File: src/rtl/rom_seq_reader.sv
// ---------------------------------------------------------------------------
// rom_seq_reader
//
// Address sequencer and output register wrapped around an asynchronous-read
// memory. Walks word addresses 0..ADDR_LENTH-1, registers each word read
// back from the memory and offers it downstream over a valid/ready
// handshake. An optional idle gap separates consecutive fetches, and the
// scan either stops after the last word or wraps back to address 0.
//
// Parameters
//   DATA_WIDTH  width of the memory address bus and of a data word
//   ADDR_LENTH  number of words scanned (1 .. 2**DATA_WIDTH)
//   GAP_CYCLES  idle cycles between consecutive fetches (0 = back-to-back)
//
// Ports
//   clk        system clock, rising edge
//   rst        synchronous active-high reset
//   start      begin a scan at address 0 (only looked at while idle)
//   loop       at the last-word transfer: 1 = wrap to address 0, 0 = finish
//   abort      drop the scan and return to idle (wins over everything but rst)
//   rom_addr   registered address to the memory
//   rom_data   memory word, combinational function of rom_addr
//   out_data   registered word for the consumer
//   out_valid  out_data holds a word the consumer has not yet taken
//   out_ready  consumer takes the word when out_valid && out_ready at an edge
//   busy       high in every state except idle
//   done       one-cycle pulse when a non-looping scan completes
// ---------------------------------------------------------------------------
module rom_seq_reader #(
    parameter int DATA_WIDTH = 8,
    parameter int ADDR_LENTH = 16,
    parameter int GAP_CYCLES = 0
) (
    input  logic                  clk,
    input  logic                  rst,
    input  logic                  start,
    input  logic                  loop,
    input  logic                  abort,
    output logic [DATA_WIDTH-1:0] rom_addr,
    input  logic [DATA_WIDTH-1:0] rom_data,
    output logic [DATA_WIDTH-1:0] out_data,
    output logic                  out_valid,
    input  logic                  out_ready,
    output logic                  busy,
    output logic                  done
);

    typedef enum logic [2:0] {
        st_idle,
        st_fetch,
        st_hold,
        st_gap,
        st_done
    } state_t;

    // The gap counter only ever holds GAP_CYCLES-1 down to 0.
    localparam int GAP_W = (GAP_CYCLES > 1) ? $clog2(GAP_CYCLES) : 1;
    localparam logic [GAP_W-1:0] GAP_LOAD =
        (GAP_CYCLES > 0) ? GAP_W'(GAP_CYCLES - 1) : '0;
    localparam logic [DATA_WIDTH-1:0] LAST_ADDR = DATA_WIDTH'(ADDR_LENTH - 1);

    state_t                  state,     state_nxt;
    logic [DATA_WIDTH-1:0]   addr_nxt;
    logic [DATA_WIDTH-1:0]   data_nxt;
    logic                    valid_nxt;
    logic [GAP_W-1:0]        gap_cnt,   gap_nxt;

    wire transfer = out_valid && out_ready;
    wire at_last  = (rom_addr == LAST_ADDR);

    // Next-state and next-register logic.
    always_comb begin
        // NOTE: every signal written here gets a default first, so no path
        // leaves one unassigned and no latch is inferred.
        state_nxt = state;
        addr_nxt  = rom_addr;
        data_nxt  = out_data;
        valid_nxt = out_valid;
        gap_nxt   = gap_cnt;

        if (abort && state != st_idle) begin
            // Abort beats a same-edge transfer: the word is dropped, and
            // out_data is left as it was.
            state_nxt = st_idle;
            addr_nxt  = '0;
            valid_nxt = 1'b0;
            gap_nxt   = '0;
        end else begin
            unique case (state)
                st_idle: begin
                    addr_nxt = '0;
                    if (start && !abort) begin
                        state_nxt = st_fetch;
                    end
                end
                st_fetch: begin
                    // rom_data has had the whole cycle to settle from rom_addr.
                    data_nxt  = rom_data;
                    valid_nxt = 1'b1;
                    state_nxt = st_hold;
                end
                st_hold: begin
                    if (transfer) begin
                        valid_nxt = 1'b0;
                        if (at_last && !loop) begin
                            state_nxt = st_done;
                        end else begin
                            addr_nxt = at_last ? '0 : rom_addr + 1'b1;
                            if (GAP_CYCLES > 0) begin
                                state_nxt = st_gap;
                                gap_nxt   = GAP_LOAD;
                            end else begin
                                state_nxt = st_fetch;
                            end
                        end
                    end
                end
                st_gap: begin
                    // Loaded with GAP_CYCLES-1 on entry, so leaving at zero
                    // gives exactly GAP_CYCLES cycles here.
                    if (gap_cnt == '0) begin
                        state_nxt = st_fetch;
                    end else begin
                        gap_nxt = gap_cnt - 1'b1;
                    end
                end
                st_done: begin
                    addr_nxt  = '0;
                    state_nxt = st_idle;
                end
                default: begin
                    state_nxt = st_idle;
                    addr_nxt  = '0;
                    valid_nxt = 1'b0;
                end
            endcase
        end
    end

    // State and datapath registers; rst overrides every other input.
    always_ff @(posedge clk) begin
        // NOTE: sequential state uses non-blocking assignments so all
        // registers update together from the values seen before the edge.
        if (rst) begin
            state     <= st_idle;
            rom_addr  <= '0;
            out_data  <= '0;
            out_valid <= 1'b0;
            gap_cnt   <= '0;
        end else begin
            state     <= state_nxt;
            rom_addr  <= addr_nxt;
            out_data  <= data_nxt;
            out_valid <= valid_nxt;
            gap_cnt   <= gap_nxt;
        end
    end

    assign busy = (state != st_idle);
    assign done = (state == st_done);

endmodule

File: config.mk
export PLATFORM = sky130hd
export DESIGN_NAME = rom_seq_reader
export DESIGN_NICKNAME = d
export VERILOG_FILES = /design/src/rtl/rom_seq_reader.sv
export SDC_FILE = /design/constraint.sdc
export NUM_CORES = 1
export LEC_CHECK = 0
export BUFFER_PORTS_ARGS = -buffer_cell sky130_fd_sc_hd__buf_2
export CORE_MARGIN = 1.5
export CORE_UTILIZATION = 25
export CTS_CLUSTER_DIAMETER = 40
export CTS_CLUSTER_SIZE = 30
export DETAILED_ROUTE_END_ITERATION = 16
export PLACE_DENSITY = 0.46
export SKIP_CTS_REPAIR_TIMING = 1
export SYNTH_ARGS = -nofsm -noshare
export SYNTH_HDL_FRONTEND = slang
export SYNTH_SLANG_ARGS = --single-unit
export TNS_END_PERCENT = 100
File: constraint.sdc
create_clock -name clk -period 2.15 [get_ports clk]
set_clock_uncertainty 0.1 [all_clocks]
set_input_delay 0.3225 -clock clk [delete_from_list [all_inputs] [get_ports clk]]
set_output_delay 0.3225 -clock clk [all_outputs]
set_load 0.01 [all_outputs]
==> impl_results.md <==
* Run status: finished clean
* Sequential cell fraction of total power at 43.9%
* Final Hold Viols at 0
* Area of the core region at 0.00377 mm²
* Final period util at 94.4%
* TritonCTS sink count at 20
* Post-detailed-placement half-perimeter wirelength at 2.06 mm
* Sum of negative setup slack at 0 ns
* Clock latency on the worst-skew pair at 0.27 ns
* Post-synthesis instance area at 0.00101 mm²
* Layout overhead on the synthesized area at 33.4%
* Max Cap Violations at 0
* Crit path buffers/inverters at 2
* Synth cell types at 38
* Cell taking the most area after synthesis: sky130_fd_sc_hd__dfxtp_1
* Detailed-route wire length at 2.87 mm
* First-pass detailed-route iteration total at 4
* Unrepaired setup endpoints after global routing: false
* Path type of the worst min-delay path: in -> reg
* Initial core utilization at 26.7%
* Power density over the cells at 657 mW/mm²
* Total area of sequential cells at 400 µm²
* Seq/Total Area, Yosys at 39.8%
* CP Launch Type: register
* Net Switching at 212 µW
* Yosys Warn Count at 0
* Count of final setup violators at 0
* Ranking of synthesized cells by instance count: sky130_fd_sc_hd__nand2_1, sky130_fd_sc_hd__dfxtp_1, sky130_fd_sc_hd__a21oi_1
* First-pass GRT wire length at 4.63 mm
* WHS at 0.183 ns
* Number of buffer cells added on primary ports at 32
* Fraction of power consumed by combinational cells at 11.8%
* Initial antenna violation count at 0
* Ports at 33
* Mean area per synthesized cell at 8.06 µm²
* Critical Path, Cell by Cell: or3b_1 -> buf_4 -> nor4_4 -> buf_4 -> nor2_1 -> a311oi_1
* Kind of cell adding the most delay to the critical path: simple AND/OR/NAND/NOR gates
* Number of synthesized flops with an enable pin at 0
* Final Instance Area at 0.00134 mm²
* Antenna cells at 0
* Net Sw Frac at 24.0%
* Vias at 1079
* Routed vias/inst at 5.07
* Average wire per standard cell at 13.5 µm
* Number of buffers added by the clock tree synthesis step at 3
* Final Critical Period at 2.03 ns
* H-Tree Depth at 1
* Final core area utilization at 35.6%
* Vertical extent of the die at 66.5 µm
* Transition time of the tightest slew-check pin at 0.574 ns
* Upper clock frequency limit at 493 MHz
* Synth top area cells: sky130_fd_sc_hd__dfxtp_1, sky130_fd_sc_hd__nand2_1, sky130_fd_sc_hd__a21oi_1
* Share of synthesized registers carrying an async set or reset at 0%
* Root Buffer Master: sky130_fd_sc_hd__clkbuf_8
* Critical Path Max Stage Delay at 0.47 ns
* Max-slew violation count at 0
* Overall fraction of global-route tracks in use at 13.6%
* Max Fanout on Critical Path at 9
* Area fraction of the dominant cell type after synthesis at 39.8%
* Clock-pin transition on the worst setup and hold timing paths at 0.08 ns
* Layout filler cell count at 403
* Pin count of the biggest net entering global routing at 13
* Multi-input combinational cell area at 569 µm²
* Highest ir drop seen on vdd at 0.273 mV
* Number of rows in the core area at 22
* Critical path required time at 2.23 ns
* Type of the worst setup path: reg -> reg
* Highest-delay cell along the critical path: sky130_fd_sc_hd__or3b_1
* Area enclosed by the die boundary at 0.00442 mm²
* Power share of the clock group at 44.3%
* Top-count cell post-synth: sky130_fd_sc_hd__nand2_1
* Gp weighted congestion at 0.835
* Crit-path most repeated cell: sky130_fd_sc_hd__buf_4
* Leakage power figure at 0.553 nW
* Int Power at 670 µW
* Share of final-layout standard cells stronger than drive strength 1 at 30.9%
* Die Span X at 66.5 µm
* Post-route total power at 883 µW
* Post-route ant nets at 0
* #FFs+latches synth at 20
* Post-Syn Nets at 140
* Critical path capture point type: register
* Clock tree from TritonCTS: built
* Data arrival time of the worst path at 2.11 ns
* Post-synthesis cell count at 125
* Vias in the first global route at 935
* Post-synth top flop: sky130_fd_sc_hd__dfxtp_1
* Max clock buf depth at 2
* Number of nets in the finished design at 181
* Iteration-0 DRC count of the detailed router at 49
* Relative slew slack at 61.4%
* Post-Place Cell Area at 0.00126 mm²
* DRC at 0
* Global route total overflow at 0
==> worst min-delay path: stages <==
cell	delay, ns
sky130_fd_sc_hd__buf_2	0.09
sky130_fd_sc_hd__nand2_1	0.04
sky130_fd_sc_hd__a21oi_1	0.05
==> state kept, by name (all words and copies together) (netlist names) <==
register / flops
out_valid: 1
state: 3
out_data: 8
rom_addr: 8
==> placed cells by master, fill, tap and decap left out, types with 2 or more instances in the layout <==
| cell type | instances |
|---|---|
| sky130_fd_sc_hd__inv_1 | 2 |
| sky130_fd_sc_hd__o31ai_1 | 2 |
| sky130_fd_sc_hd__clkbuf_8 | 3 |
| sky130_fd_sc_hd__nand4_1 | 2 |
| sky130_fd_sc_hd__a21o_1 | 2 |
| sky130_fd_sc_hd__nor3_1 | 2 |
| sky130_fd_sc_hd__o21ai_0 | 4 |
| sky130_fd_sc_hd__nand3b_1 | 2 |
| sky130_fd_sc_hd__or3_1 | 3 |
| sky130_fd_sc_hd__buf_4 | 10 |
| sky130_fd_sc_hd__buf_2 | 32 |
| sky130_fd_sc_hd__a21oi_1 | 16 |
| sky130_fd_sc_hd__o22ai_1 | 2 |
| sky130_fd_sc_hd__nor2_1 | 6 |
| sky130_fd_sc_hd__nor4_1 | 2 |
| sky130_fd_sc_hd__nand3_1 | 4 |
| sky130_fd_sc_hd__or4_1 | 3 |
| sky130_fd_sc_hd__a311oi_1 | 2 |
| sky130_fd_sc_hd__dfxtp_1 | 20 |
| sky130_fd_sc_hd__and3_1 | 2 |
| sky130_fd_sc_hd__a211oi_1 | 2 |
| sky130_fd_sc_hd__nand2_1 | 24 |
==> area by class of cell <==
type | count | area share, %
well taps | 48 | 4.47
clock buffers | 3 | 3.07
repair buffers | 42 | 17.5
inverters | 2 | 0.559
flip-flops and latches | 20 | 29.8
multi-input cells | 97 | 42.4
clock inverters | 1 | 2.23
==> kinds of logic (layout without fill, tap and decap cells) <==
| group | Yosys count | in the layout | synth area share [%] |
|---|---|---|---|
| and+or+nand+nor | 59 | 59 | 32.1 |
| buffers and inverters | 8 | 48 | 3.73 |
| DFF | 20 | 20 | 39.8 |
| AOI/OAI and AO/OA | 37 | 37 | 23.2 |
| adders and majority gates | 1 | 1 | 1.24 |
==> worst paths after layout <==
check                                 start          end  slack [ns]  cells after the start
worst min register to register  out_data[3]  out_data[3]        0.36                      2
worst min-delay path            rom_data[7]  out_data[7]        0.18                      3
worst max register to register     state[1]  rom_addr[3]        0.12                      6
worst max-delay path               state[1]  rom_addr[3]        0.12                      6
==> metrics by stage <==
step / std cells / setup slack [ns]
final: 213 / 0.120
after global routing: 213 / 0.00665
after floorplan: 125 / 0.236
after CTS: 211 / 0.122
after global placement: 207 / 0.155
after detailed placement: 207 / 0.141
==> per-layer routing <==
layer  part of all wire (%)  routed length, µm  GRT usage [%]
met3                    6.0                172           2.87
met2                     45               1300           20.1
met1                     47               1360           19.7
met4                    1.0                 29           4.08
met5                      0                  0              0
==> power by group through the flow <==
stage                     Clock [mW]  Combinational [mW]  Sequential [mW]
final                          0.391               0.104            0.387
after global routing           0.414               0.116            0.389
after CTS                      0.393               0.104            0.387
after detailed placement           0               0.103            0.396
after global placement             0               0.103            0.395
after floorplan                    0              0.0584            0.399
(Power assumes the default switching activity.)
